--- config.mk ---
export PLATFORM = sky130hd
export DESIGN_NAME = axi4lite_reg_slave
export DESIGN_NICKNAME = d
export VERILOG_FILES = /design/src/rtl/axi4lite_pkg.sv /design/src/rtl/axi4lite_regfile.sv /design/src/rtl/axi4lite_reg_slave.sv
export SDC_FILE = /design/constraint.sdc
export NUM_CORES = 1
export LEC_CHECK = 0
export ABC_AREA = 1
export BUFFER_PORTS_ARGS = -buffer_cell sky130_fd_sc_hd__buf_2
export CAP_MARGIN = 20
export CORE_MARGIN = 8
export CORE_UTILIZATION = 30
export DETAILED_ROUTE_END_ITERATION = 8
export PLACE_DENSITY = 0.5
export REMOVE_ABC_BUFFERS = 1
export SYNTH_ARGS = -nofsm -noshare
export SYNTH_HDL_FRONTEND = slang
export SYNTH_HIERARCHICAL = 1
export SYNTH_SLANG_ARGS = --single-unit
--- constraint.sdc ---
create_clock -name A_CLK -period 2.45 [get_ports A_CLK]
set_clock_uncertainty 0.1 [all_clocks]
set_input_delay 0.3675 -clock A_CLK [delete_from_list [all_inputs] [get_ports A_CLK]]
set_output_delay 0.3675 -clock A_CLK [all_outputs]
set_load 0.02 [all_outputs]
--- src/rtl/axi4lite_pkg.sv ---
// ============================================================================
// Module   : axi4lite_pkg
// Brief    : Response codes and channel state encodings for the AXI4-Lite
//            register slave.
// Revision : 1.0 - initial release
// ============================================================================
`default_nettype none

package axi4lite_pkg;

    localparam logic [1:0] RESP_OKAY   = 2'b00;
    localparam logic [1:0] RESP_SLVERR = 2'b10;

    typedef enum logic [1:0] {
        W_IDLE    = 2'd0,
        W_COLLECT = 2'd1,
        W_RESP    = 2'd2
    } wr_state_t;

    typedef enum logic [0:0] {
        R_IDLE = 1'b0,
        R_RESP = 1'b1
    } rd_state_t;

endpackage

`default_nettype wire

--- src/rtl/axi4lite_regfile.sv ---
// ============================================================================
// Module   : axi4lite_regfile
// Brief    : NUM_REGS x DATA_WIDTH register array, one synchronous write port
//            and one combinational read port.
// Revision : 1.0 - initial release
// ============================================================================
`default_nettype none

module axi4lite_regfile #(
    parameter int NUM_REGS   = 16,
    parameter int DATA_WIDTH = 32,
    parameter int IDX_W      = $clog2(NUM_REGS)
) (
    input  logic                  clk,
    input  logic                  rst,
    input  logic                  i_we,
    input  logic [IDX_W-1:0]      i_waddr,
    input  logic [DATA_WIDTH-1:0] i_wdata,
    input  logic [IDX_W-1:0]      i_raddr,
    output logic [DATA_WIDTH-1:0] o_rdata
);

    logic [DATA_WIDTH-1:0] r_mem_q [NUM_REGS];
    logic [DATA_WIDTH-1:0] w_mem_d [NUM_REGS];

    always_comb begin
        w_mem_d = r_mem_q;
        if (i_we) begin
            w_mem_d[i_waddr] = i_wdata;
        end
    end

    always_ff @(posedge clk) begin
        if (rst) begin
            for (int i = 0; i < NUM_REGS; i++) begin
                r_mem_q[i] <= '0;
            end
        end else begin
            r_mem_q <= w_mem_d;
        end
    end

    // Read is from the flops, so a same-edge write is not visible yet
    assign o_rdata = r_mem_q[i_raddr];

endmodule

`default_nettype wire

--- src/rtl/axi4lite_reg_slave.sv ---
// ============================================================================
// Module   : axi4lite_reg_slave
// Brief    : AXI4-Lite slave exposing NUM_REGS 32-bit read/write registers with
//            independent write and read channels.
// Revision : 1.0 - initial release
// ============================================================================
`default_nettype none

module axi4lite_reg_slave
    import axi4lite_pkg::*;
#(
    parameter int ADDR_WIDTH = 32,
    parameter int DATA_WIDTH = 32,
    parameter int NUM_REGS   = 16
) (
    input  logic                  A_CLK,
    input  logic                  A_RST,
    input  logic                  AW_VALID,
    output logic                  AW_READY,
    input  logic [ADDR_WIDTH-1:0] AW_ADDR,
    input  logic                  W_VALID,
    output logic                  W_READY,
    input  logic [DATA_WIDTH-1:0] W_DATA,
    output logic                  B_VALID,
    input  logic                  B_READY,
    output logic [1:0]            B_RESP,
    input  logic                  AR_VALID,
    output logic                  AR_READY,
    input  logic [ADDR_WIDTH-1:0] AR_ADDR,
    output logic                  R_VALID,
    input  logic                  R_READY,
    output logic [DATA_WIDTH-1:0] R_DATA,
    output logic [1:0]            R_RESP
);

    localparam int                    c_idx_w      = $clog2(NUM_REGS);
    localparam logic [ADDR_WIDTH-1:0] c_addr_limit = ADDR_WIDTH'(NUM_REGS * 4);

    // Write channel state
    wr_state_t             r_wstate_q, w_wstate_d;
    logic                  r_aw_held_q, w_aw_held_d;
    logic                  r_w_held_q, w_w_held_d;
    logic [ADDR_WIDTH-1:0] r_awaddr_q, w_awaddr_d;
    logic [DATA_WIDTH-1:0] r_wdata_q, w_wdata_d;
    logic                  r_aw_ready_q, w_aw_ready_d;
    logic                  r_w_ready_q, w_w_ready_d;
    logic                  r_b_valid_q, w_b_valid_d;
    logic [1:0]            r_b_resp_q, w_b_resp_d;

    // Read channel state
    rd_state_t             r_rstate_q, w_rstate_d;
    logic                  r_ar_ready_q, w_ar_ready_d;
    logic                  r_r_valid_q, w_r_valid_d;
    logic [DATA_WIDTH-1:0] r_r_data_q, w_r_data_d;
    logic [1:0]            r_r_resp_q, w_r_resp_d;

    logic                  w_aw_hs, w_w_hs, w_ar_hs;
    logic [ADDR_WIDTH-1:0] w_waddr_sel;
    logic [DATA_WIDTH-1:0] w_wdata_sel;
    logic                  w_we;
    logic [DATA_WIDTH-1:0] w_rf_rdata;

    assign w_aw_hs     = AW_VALID && r_aw_ready_q;
    assign w_w_hs      = W_VALID && r_w_ready_q;
    assign w_ar_hs     = AR_VALID && r_ar_ready_q;
    assign w_waddr_sel = r_aw_held_q ? r_awaddr_q : AW_ADDR;
    assign w_wdata_sel = r_w_held_q ? r_wdata_q : W_DATA;

    always_comb begin
        w_wstate_d  = r_wstate_q;
        w_aw_held_d = r_aw_held_q;
        w_w_held_d  = r_w_held_q;
        w_awaddr_d  = r_awaddr_q;
        w_wdata_d   = r_wdata_q;
        w_b_valid_d = r_b_valid_q;
        w_b_resp_d  = r_b_resp_q;
        w_we        = 1'b0;
        case (r_wstate_q)
            W_IDLE, W_COLLECT: begin
                if (w_aw_hs) begin
                    w_aw_held_d = 1'b1;
                    w_awaddr_d  = AW_ADDR;
                end
                if (w_w_hs) begin
                    w_w_held_d = 1'b1;
                    w_wdata_d  = W_DATA;
                end
                // Commit on the edge where the second half arrives
                if (w_aw_held_d && w_w_held_d) begin
                    w_we        = (w_waddr_sel < c_addr_limit);
                    w_b_valid_d = 1'b1;
                    w_b_resp_d  = w_we ? RESP_OKAY : RESP_SLVERR;
                    w_aw_held_d = 1'b0;
                    w_w_held_d  = 1'b0;
                    w_wstate_d  = W_RESP;
                end else if (w_aw_held_d || w_w_held_d) begin
                    w_wstate_d = W_COLLECT;
                end
            end
            W_RESP: begin
                if (B_READY) begin
                    w_b_valid_d = 1'b0;
                    w_wstate_d  = W_IDLE;
                end
            end
            default: w_wstate_d = W_IDLE;
        endcase
        w_aw_ready_d = (w_wstate_d != W_RESP) && !w_aw_held_d;
        w_w_ready_d  = (w_wstate_d != W_RESP) && !w_w_held_d;
    end

    always_comb begin
        w_rstate_d  = r_rstate_q;
        w_r_valid_d = r_r_valid_q;
        w_r_data_d  = r_r_data_q;
        w_r_resp_d  = r_r_resp_q;
        case (r_rstate_q)
            R_IDLE: begin
                if (w_ar_hs) begin
                    w_r_valid_d = 1'b1;
                    w_rstate_d  = axi4lite_pkg::R_RESP;
                    if (AR_ADDR < c_addr_limit) begin
                        w_r_data_d = w_rf_rdata;
                        w_r_resp_d = RESP_OKAY;
                    end else begin
                        w_r_data_d = '0;
                        w_r_resp_d = RESP_SLVERR;
                    end
                end
            end
            axi4lite_pkg::R_RESP: begin
                if (R_READY) begin
                    w_r_valid_d = 1'b0;
                    w_rstate_d  = R_IDLE;
                end
            end
            default: w_rstate_d = R_IDLE;
        endcase
        w_ar_ready_d = (w_rstate_d == R_IDLE);
    end

    always_ff @(posedge A_CLK) begin
        if (A_RST) begin
            r_wstate_q   <= W_IDLE;
            r_aw_held_q  <= 1'b0;
            r_w_held_q   <= 1'b0;
            r_awaddr_q   <= '0;
            r_wdata_q    <= '0;
            r_aw_ready_q <= 1'b0;
            r_w_ready_q  <= 1'b0;
            r_b_valid_q  <= 1'b0;
            r_b_resp_q   <= RESP_OKAY;
            r_rstate_q   <= R_IDLE;
            r_ar_ready_q <= 1'b0;
            r_r_valid_q  <= 1'b0;
            r_r_data_q   <= '0;
            r_r_resp_q   <= RESP_OKAY;
        end else begin
            r_wstate_q   <= w_wstate_d;
            r_aw_held_q  <= w_aw_held_d;
            r_w_held_q   <= w_w_held_d;
            r_awaddr_q   <= w_awaddr_d;
            r_wdata_q    <= w_wdata_d;
            r_aw_ready_q <= w_aw_ready_d;
            r_w_ready_q  <= w_w_ready_d;
            r_b_valid_q  <= w_b_valid_d;
            r_b_resp_q   <= w_b_resp_d;
            r_rstate_q   <= w_rstate_d;
            r_ar_ready_q <= w_ar_ready_d;
            r_r_valid_q  <= w_r_valid_d;
            r_r_data_q   <= w_r_data_d;
            r_r_resp_q   <= w_r_resp_d;
        end
    end

    axi4lite_regfile #(
        .NUM_REGS   (NUM_REGS),
        .DATA_WIDTH (DATA_WIDTH),
        .IDX_W      (c_idx_w)
    ) u_regfile (
        .clk     (A_CLK),
        .rst     (A_RST),
        .i_we    (w_we),
        .i_waddr (w_waddr_sel[c_idx_w+1:2]),
        .i_wdata (w_wdata_sel),
        .i_raddr (AR_ADDR[c_idx_w+1:2]),
        .o_rdata (w_rf_rdata)
    );

    assign AW_READY = r_aw_ready_q;
    assign W_READY  = r_w_ready_q;
    assign B_VALID  = r_b_valid_q;
    assign B_RESP   = r_b_resp_q;
    assign AR_READY = r_ar_ready_q;
    assign R_VALID  = r_r_valid_q;
    assign R_DATA   = r_r_data_q;
    assign R_RESP   = r_r_resp_q;

endmodule

`default_nettype wire

# After elaboration in Yosys (flattened, before gate mapping)
# Index checks and enable logic that the tools add are counted.
# totals
ff_bits,622
out_inout_bits,41
in_bits,103
wordCells,99
# op_classes
reduce_logical,19
magnitude_cmp,5
eq_ne,7
bitwise_logic,4
n_mux,34
# ops
op,count
bitwise mux 512 bit,1
2-to-1 mux 32 bit,6
binary-select mux 32 bit (select 4 bit),1
demux 32 bit (select 4 bit),1
less-than comparator 32 x 7 -> 1 bit (second input constant),2
2-to-1 mux 1 bit,16
>= comparator 5 bit (second input constant),2
2-to-1 mux 2 bit,5
!= test 2 bit (second input constant),5
inverter 4 -> 5 bit,2
AND reduction 2 bit,5
logical AND 1 bit,7
case mux 1 bit (2 select lines),3
less-than comparator 5 x 1 -> 1 bit (second input constant),1
case mux 2 bit (2 select lines),1
AND reduction 3 bit,1
equality test 2 x 1 -> 1 bit (second input constant),1
equality test 2 bit (second input constant),1
logical NOT 1 bit,2
logical NOT 2 bit,1
inverter 1 bit,2
nonzero test 2 bit,1
OR reduction 2 bit,1
logical OR 1 bit,1

# Depth between registers and ports, before layout
# Gate-level depths: netlist of run 1.
# depth
ltp_word,9
depth_mapped,14
depth_no_buf,12

# Modules after synthesis
# The synthesis of run 1 kept the hierarchy.
# by_module_without_submodules
module,seq_area_each_um2,n_inst,cells_per_inst,area_per_inst_um2
axi4lite_regfile,10249.8,1,3795,24129.4
axi4lite_reg_slave,2122.0,1,628,4578.1

# Worst setup path before layout of run 1
# OpenSTA, ideal clock, no wires.
# synth_timing
kind,register to register
startpoint,"reg r_w_ready_q, in the netlist W_READY"
endpoint,reg u_regfile/r_mem_q[17] (netlist name)
path_stages_with_launch,14
t_required_ns,2.218
setup_ns,0.132
arrival_ns,1.913
slack_ns,0.305
n_path_buf,2
synth_period_minus_slack_ns,2.145
cell_sequence,dfxtp_1 > nand2_1 > nand2_4 > nand2_2 > nor2_4 > nand3_1 > nor2_2 > buf_4 > nand3_4 > nor2_2 > inv_1 > buf_2 > nand2_1 > a21oi_1
# synth_between
elab_chain_len,6
# synth_lines
item,line,rtl
"start, declared",axi4lite_reg_slave.sv:46,"logic r_w_ready_q, w_w_ready_d;"
"start signal, assigned",axi4lite_reg_slave.sv:165,r_w_ready_q <= w_w_ready_d;
logical AND 1 bit,axi4lite_reg_slave.sv:64,assign w_w_hs = W_VALID && r_w_ready_q;
2-to-1 mux 1 bit,axi4lite_reg_slave.sv:84,if (w_w_hs) begin
2-to-1 mux 1 bit,axi4lite_reg_slave.sv:78,case (r_wstate_q)
logical AND 1 bit,axi4lite_reg_slave.sv:89,if (w_aw_held_d && w_w_held_d) begin
2-to-1 mux 1 bit,axi4lite_reg_slave.sv:89,
2-to-1 mux 1 bit,axi4lite_reg_slave.sv:78,
named net w_we,axi4lite_reg_slave.sv:60,logic w_we;
"end signal, assigned",axi4lite_regfile.sv:39,r_mem_q <= w_mem_d;
"end, declared",axi4lite_regfile.sv:23,logic [DATA_WIDTH-1:0] r_mem_q [NUM_REGS];
# The timed path passes the listed nets, and every way through them passes these cells. The select of a mux whose other input is x is not followed.
# A chain may end at the register's enable or synchronous reset.

# Worst setup path after layout of run 1
# layout_timing
startpoint,in AW_ADDR[22]
endpoint,reg u_regfile/r_mem_q[67] (netlist name)
# layout_between
elab_chain_len,4
# layout_lines
item,line,rtl
"start, declared",axi4lite_reg_slave.sv:20,"input logic [ADDR_WIDTH-1:0] AW_ADDR,"
2-to-1 mux 32 bit,axi4lite_reg_slave.sv:66,assign w_waddr_sel = r_aw_held_q ? r_awaddr_q : AW_ADDR;
less-than comparator 32 x 7 -> 1 bit,axi4lite_reg_slave.sv:90,w_we = (w_waddr_sel < c_addr_limit);
2-to-1 mux 1 bit,axi4lite_reg_slave.sv:89,
2-to-1 mux 1 bit,axi4lite_reg_slave.sv:78,
named net w_we,axi4lite_reg_slave.sv:60,
# The timed path passes the listed nets, and every way through them passes these cells.

==> impl_metrics.toml, run 1 <==
[detailed_routing]
drtPass1Iterations = 6
route.detailed.wl_per_inst_um = 17.6
ant_nets = 0
drc = 0
vias = 27300
vias_per_cell = 4.69
drtIter0Drc = 2070
wl_mm = 103

[global_routing]
gr-total-overflow = 0
grt_pass1_vias = 25800
grt_max_degree = 166
grt_pass1_wl_mm = 157
antenna_found_initial = 0
grt_use_total_pct = 18.5

[synthesis]
synth_simple_gate_area_share_pct = 33.6
ys.flop_type = "dfxtp_1"
ys_warn_count = 6
ys_seq_area_share_pct = 43.1
synth_cells = 4423
muxShareOfSynthArea_pct = 1.12
synthTopCellsByCount = "nand2_1, dfxtp_1, a21oi_1"
synth_compound_area_share_pct = 10.9
yosys.area.top_type = "dfxtp_1"
synth_enable_flop_cells = 0
synthAdderAreaFrac_pct = 0
synthArstFlopShare_pct = 0
yosys.area.top_type_share_pct = 43.1
synth.distinct_cells = 30
synth_area_per_cell_sq_um = 6.49
synth.most_common_cell = "nand2_1"
synth_area_sq_um = 28700
synth-seq-cells = 618
synth_top_family_by_area = "simple AND/OR/NAND/NOR gates"
synth-xor-area-share_pct = 0
yosys-top-cells-area = "dfxtp_1, nand2_1, a21oi_1, nand3_1, inv_1"

[cts]
cts.path.max_buffers = 3
insertion_delay_ns = 0.63
cts_made_buffers = 75
cts_tree = "built"
cts_root_buf = "clkbuf_16"
cts.sinks = 618
htree_levels = 3
clkTransAtPathRegs_ns = 0.05

[finish]
final_util_pct = 36.6
final_net_count = 4607
drive_gt1_share_pct = 10.7
design_area_sq_um = 34800
insertedDiodeCount = 0
final_cells = 5824
syn_to_final_growth_pct = 21.1

[power]
p_sw_mw = 6.25
p_clk_share_pct = 47.6
finalPower_mw = 24.0
internal-power_mw = 17.8
p_leak_nw = 13.6
peakVddDrop_uv = 518
pwr-share-seq_pct = 42.7
pwr_density_cell_nw_per_um2 = 692
p_sw_share_pct = 26.0
pwr-share-comb_pct = 9.6

[timing]
setup_viol = 0
max_slew_margin_pct = 29.2
tns_ns = 0
max_freq_ghz = 0.429
rsz0062_at_grt = "false"
period_share_pct = 95.0
min_period_ns = 2.33
slew_violations = 0
setup_ws_ns = 0.122
whs_ns = 0.0665
hold_viol = 0
worst_slew_pin_slew_ns = 1.06

[worst_setup_path]
cp-start-kind = "primary input"
cp.required_ns = 2.89
critPathTopFamily = "buffers and inverters"
crit_path_max_incr_delay_ns = 0.52
cp.buffers_inverters = 5
r2r_start = "r_aw_held_q"
path_class = "in2reg"
reg2reg_to = "u_regfile/r_mem_q[67]"
crit_arrival_ns = 2.76
reg2regPathDepth = 13
crit_chain = "dlygate4sd3_1, buf_2, or2_4, nor2_2, nand2_1, nand2_1, nand2_1, nor2_2, buf_12, nand3_4, nor2_4, buf_6, clkbuf_16, nand2_1, a21oi_1"
cp_common_cell = "nand2_1"
cp_slowest_cell = "dlygate4sd3_1"
cp_max_fo = 7
crit_path_end_kind = "register"
r2r_slack_ns = 0.13

[place]
placedInstanceArea_sq_um = 31300
dp_cells = 5619
place_hpwl_mm = 60.8
routabilityCongestion = 0.773
io_buffer_count = 137
place_worst_setup_slack_ns = -0.0375

[die]
die_h_um = 325
dieWidth_um = 325
ios = 144
dieArea_sq_um = 106000
floorplan.initialDensity_pct = 30.3
core_area_sq_um = 94900
num_rows = 113

[worst_hold_path]
holdPathStages = 4
hold_class = "in2reg"
min_to = "r_wstate_q[0]"
min-delay-start = "AW_VALID"

[run_status]
run_status = "finished, final reports clean"

[flow_run]
drv_cap = 0
kinds of logic (layout without fill, tap and decap cells):
| kind of cell | Yosys count | in the layout |
|---|---|---|
| flops | 618 | 618 |
| simple gates | 2393 | 2393 |
| mux | 32 | 32 |
| buf+inv | 789 | 924 |
| compound gates | 590 | 590 |
| other cells | 1 | 2 |
layout make-up:
cell class / count / area, sq um
clock inverter: 21 / 273
sequential: 618 / 12400
inverter: 430 / 1630
fill: 10100 / 60100
clock buffer: 111 / 2260
timing repair buffer: 362 / 3420
multi-input combinational: 3017 / 13200
tap: 1265 / 1580
layout by cell type, fill, tap and decap left out, types with 23 or more instances in the layout:
cell,netlist,routed
a211oi_1,66,66
a21oi_1,451,445
buf_12,0,60
buf_2,113,132
buf_4,15,87
clkbuf_16,0,82
dfxtp_1,618,617
dlygate4sd3_1,0,65
inv_1,405,402
inv_2,24,23
mux2i_1,32,32
nand2_1,1695,1692
nand3_1,392,391
nor2_1,270,264
o21ai_0,65,65
flip-flops by register name, summed over array words and instances (netlist names):
name               cells
R_VALID                1
AR_READY               1
r_awaddr_q            30
B_RESP                 1
r_wstate_q             2
r_rstate_q             1
r_w_held_q             1
u_regfile/r_mem_q    512
R_RESP                 1
r_aw_held_q            1
AW_READY               1
R_DATA                32
B_VALID                1
W_READY                1
r_wdata_q             32
routing by layer:
metal / track usage (%) / routed length (um) / vias up
li1: - / - / 13900
met1: 25.0 / 47700 / 12600
met2: 30.8 / 47100 / 646
met3: 2.68 / 5130 / 157
met4: 5.13 / 2630 / 0
met5: 0 / 0 / -
worst register-to-register path, stage by stage, from the launching register on:
cell and delay [ns]:
dfxtp_1 0.35, inv_2 0.10, nand2_1 0.12, inv_1 0.08
nor2_4 0.12, nand3_1 0.10, nor2_2 0.16, buf_12 0.15
nand3_4 0.14, nor2_4 0.27, buf_6 0.18, clkbuf_16 0.17
nand2_1 0.06, a21oi_1 0.13
worst max path at each step:
stage          slack, ns                      to         from  cells past startpoint
6_report            0.12   u_regfile/r_mem_q[67]  AW_ADDR[22]                     15
5_1_grt            0.001   u_regfile/r_mem_q[88]  r_aw_held_q                     14
4_1_cts             0.07  u_regfile/r_mem_q[429]  AW_ADDR[22]                     15
3_5_place_dp       -0.04  u_regfile/r_mem_q[429]  AW_ADDR[22]                     14
3_3_place_gp       -0.02  u_regfile/r_mem_q[427]  AW_ADDR[22]                     14
2_1_floorplan      -1.26    u_regfile/r_mem_q[0]   r_w_held_q                     11
power groups by stage:
stage	clock [mW]	sequential, mW	combinational, mW
2_1_floorplan	0	10.5	1.01
3_3_place_gp	0	10.5	2.24
3_5_place_dp	0	10.5	2.24
4_1_cts	11.7	10.3	2.33
5_1_grt	12.1	10.3	2.55
6_report	11.5	10.3	2.31
repair_timing:
action                     4_1_cts  5_1_grt
gates resized for setup          0       38
setup endpoints to repair        0      227
setup buffers                    0        6
hold endpoints to repair        84        0
hold buffers                    65        0
Note: power is estimated with default switching activity, not from simulation.
==> inputs of run 2 (changes only) <==
--- a/config.mk
+++ b/config.mk
@@ -12,6 +12,7 @@
 export CORE_UTILIZATION = 30
 export DETAILED_ROUTE_END_ITERATION = 8
 export PLACE_DENSITY = 0.5
+export RECOVER_POWER = 100
 export REMOVE_ABC_BUFFERS = 1
 export SYNTH_ARGS = -nofsm -noshare
 export SYNTH_HDL_FRONTEND = slang
==> run 2 against run 1 <==
Global-route usage unchanged. First-iteration DRC count decreased by 0.97%. Core utilization decreased by 0.35 points. Clock-buffer cell count unchanged. Routed wire length about the same. Worst hold slack improved by 0.0022 ns. Sequential power about the same. Cell area decreased by 0.95%. Highest routed layer unchanged.
==> impl_metrics.toml, run 2 (synthesized netlist as in run 1, its figures left out) <==
[run_status]
run_status = "finished, final reports clean"

[cts]
cts.sinks = 618
cts_made_buffers = 75
cts_root_buf = "clkbuf_16"
cts.path.max_buffers = 3
cts_tree = "built"
clkTransAtPathRegs_ns = 0.05
insertion_delay_ns = 0.63
htree_levels = 3

[die]
core_area_sq_um = 94900
floorplan.initialDensity_pct = 30.3
dieArea_sq_um = 106000
ios = 144
die_h_um = 325
num_rows = 113
dieWidth_um = 325

[worst_setup_path]
endpoint = "u_regfile/r_mem_q[67]"
r2r_start = "r_aw_held_q"
crit_path_start = "AW_ADDR[22]"
cp-start-kind = "primary input"
crit_path_end_kind = "register"
cp.required_ns = 2.88
reg2reg_to = "u_regfile/r_mem_q[67]"
reg2regPathDepth = 13
crit_arrival_ns = 2.76
cp_max_fo = 7
r2r_slack_ns = 0.12
path_class = "in2reg"

[timing]
max_slew_margin_pct = 23.8
max_freq_ghz = 0.428
period_share_pct = 95.3
setup_viol = 0
worst_slew_pin_slew_ns = 1.14
whs_ns = 0.0687
hold_viol = 0
rsz0062_at_grt = "false"
min_period_ns = 2.34
slew_violations = 0
setup_ws_ns = 0.115
tns_ns = 0

[finish]
fillers = 10200
final_net_count = 4607
design_area_sq_um = 34400
syn_to_final_growth_pct = 19.9
largest_reg_flops = 512
mostFrequentLayoutCells = "nand2_1, dfxtp_1, a21oi_1, inv_1, nand3_1"
top_register = "u_regfile/r_mem_q"
drive_gt1_share_pct = 9.65
final_common_cell = "nand2_1"

[power]
peakVddDrop_uv = 520
pwr_density_cell_nw_per_um2 = 697
p_leak_nw = 13.3
finalPower_mw = 24.0

[place]
place_worst_setup_slack_ns = -0.0375
io_buffer_count = 137
place_hpwl_mm = 60.8
routabilityCongestion = 0.773
placedInstanceArea_sq_um = 31300

[global_routing]
grt_pass1_vias = 25800
grt_max_degree = 166
gr-total-overflow = 0
antenna_found_initial = 0
grt_pass1_wl_mm = 157
grt_use_total_pct = 18.5

[detailed_routing]
drtPass1Iterations = 5
vias_per_cell = 4.71
ant_nets = 0
wl_mm = 103
drc = 0
route.detailed.wl_per_inst_um = 17.6
drtIter0Drc = 2050
vias = 27400

[worst_hold_path]
hold_class = "in2reg"

[flow_run]
drv_cap = 0
-- run 2: cell types whose count changed in the layout (fill, tap and decap cells not counted), moves of 2 or more --
cell      change
nand3_1       +3
inv_1         +8
clkbuf_2      +2
nand3_4       -3
inv_2         -7
buf_12       -21
clkbuf_1     +39
buf_2        -39
clkbuf_4      +5
buf_6        +16
-- run 2: layout make-up --
type | instances | area, sq um | area share, %
sequential | 618 | 12400 | 35.9
multi-input combinational | 3017 | 13200 | 38.3
tap | 1265 | 1580 | 4.60
timing repair buffer | 362 | 3140 | 9.12
inverter | 430 | 1630 | 4.73
clock buffer | 111 | 2260 | 6.56
clock inverter | 21 | 273 | 0.792
antenna | 1 | 2.50 | 0.00727
-- run 2: power by group --
part	switching [mW]	internal, mW
sequential	0.0710	10.2
clock	4.54	6.91
combinational	1.63	0.665
-- run 2: how the worst min path moves through the flow --
stage | startpoint | end | slack [ns] | cells after the start
2_1_floorplan | r_rstate_q | R_VALID | 0.31 | 1
3_3_place_gp | r_rstate_q | R_VALID | 0.32 | 1
3_5_place_dp | r_rstate_q | R_VALID | 0.32 | 1
4_1_cts | AW_VALID | r_wstate_q[0] | 0.05 | 4
5_1_grt | AW_VALID | r_wstate_q[0] | 0.07 | 4
6_report | AW_VALID | r_wstate_q[0] | 0.07 | 4
-- run 2: critical path: stages --
cell	delay [ns]
dlygate4sd3_1	0.52
buf_2	0.13
or2_4	0.24
nor2_2	0.08
nand2_1	0.05
nand2_1	0.05
nand2_1	0.06
nor2_2	0.17
buf_12	0.15
nand3_4	0.14
nor2_4	0.27
buf_6	0.17
clkbuf_16	0.17
nand2_1	0.05
a21oi_1	0.13
-- run 2: per-layer routing --
metal  vias to the layer above  routed length (um)  track usage (%)
met5                         -                   0                0
met2                       699               47400             30.8
met4                         0                2550             5.13
met3                       155                5250             2.68
li1                      13900                   -                -
met1                     12700               47500             25.0
-- run 2: through the flow --
| step | util (%) | cells |
|---|---|---|
| final | 36.3 | 5825 |
| after global routing | 36.3 | 5824 |
| after CTS | 36.4 | 5816 |
| after detailed placement | 33.0 | 5619 |
| after global placement | 33.0 | 5619 |
| after floorplan | - | 4065 |
-- run 2: timing repair --
action | in CTS | in global routing
endpoints found under the hold margin | 84 | 0
setup endpoints to repair | 0 | 227
hold buffers | 65 | 0
resized for setup | 0 | 38
buffers inserted | 0 | 6
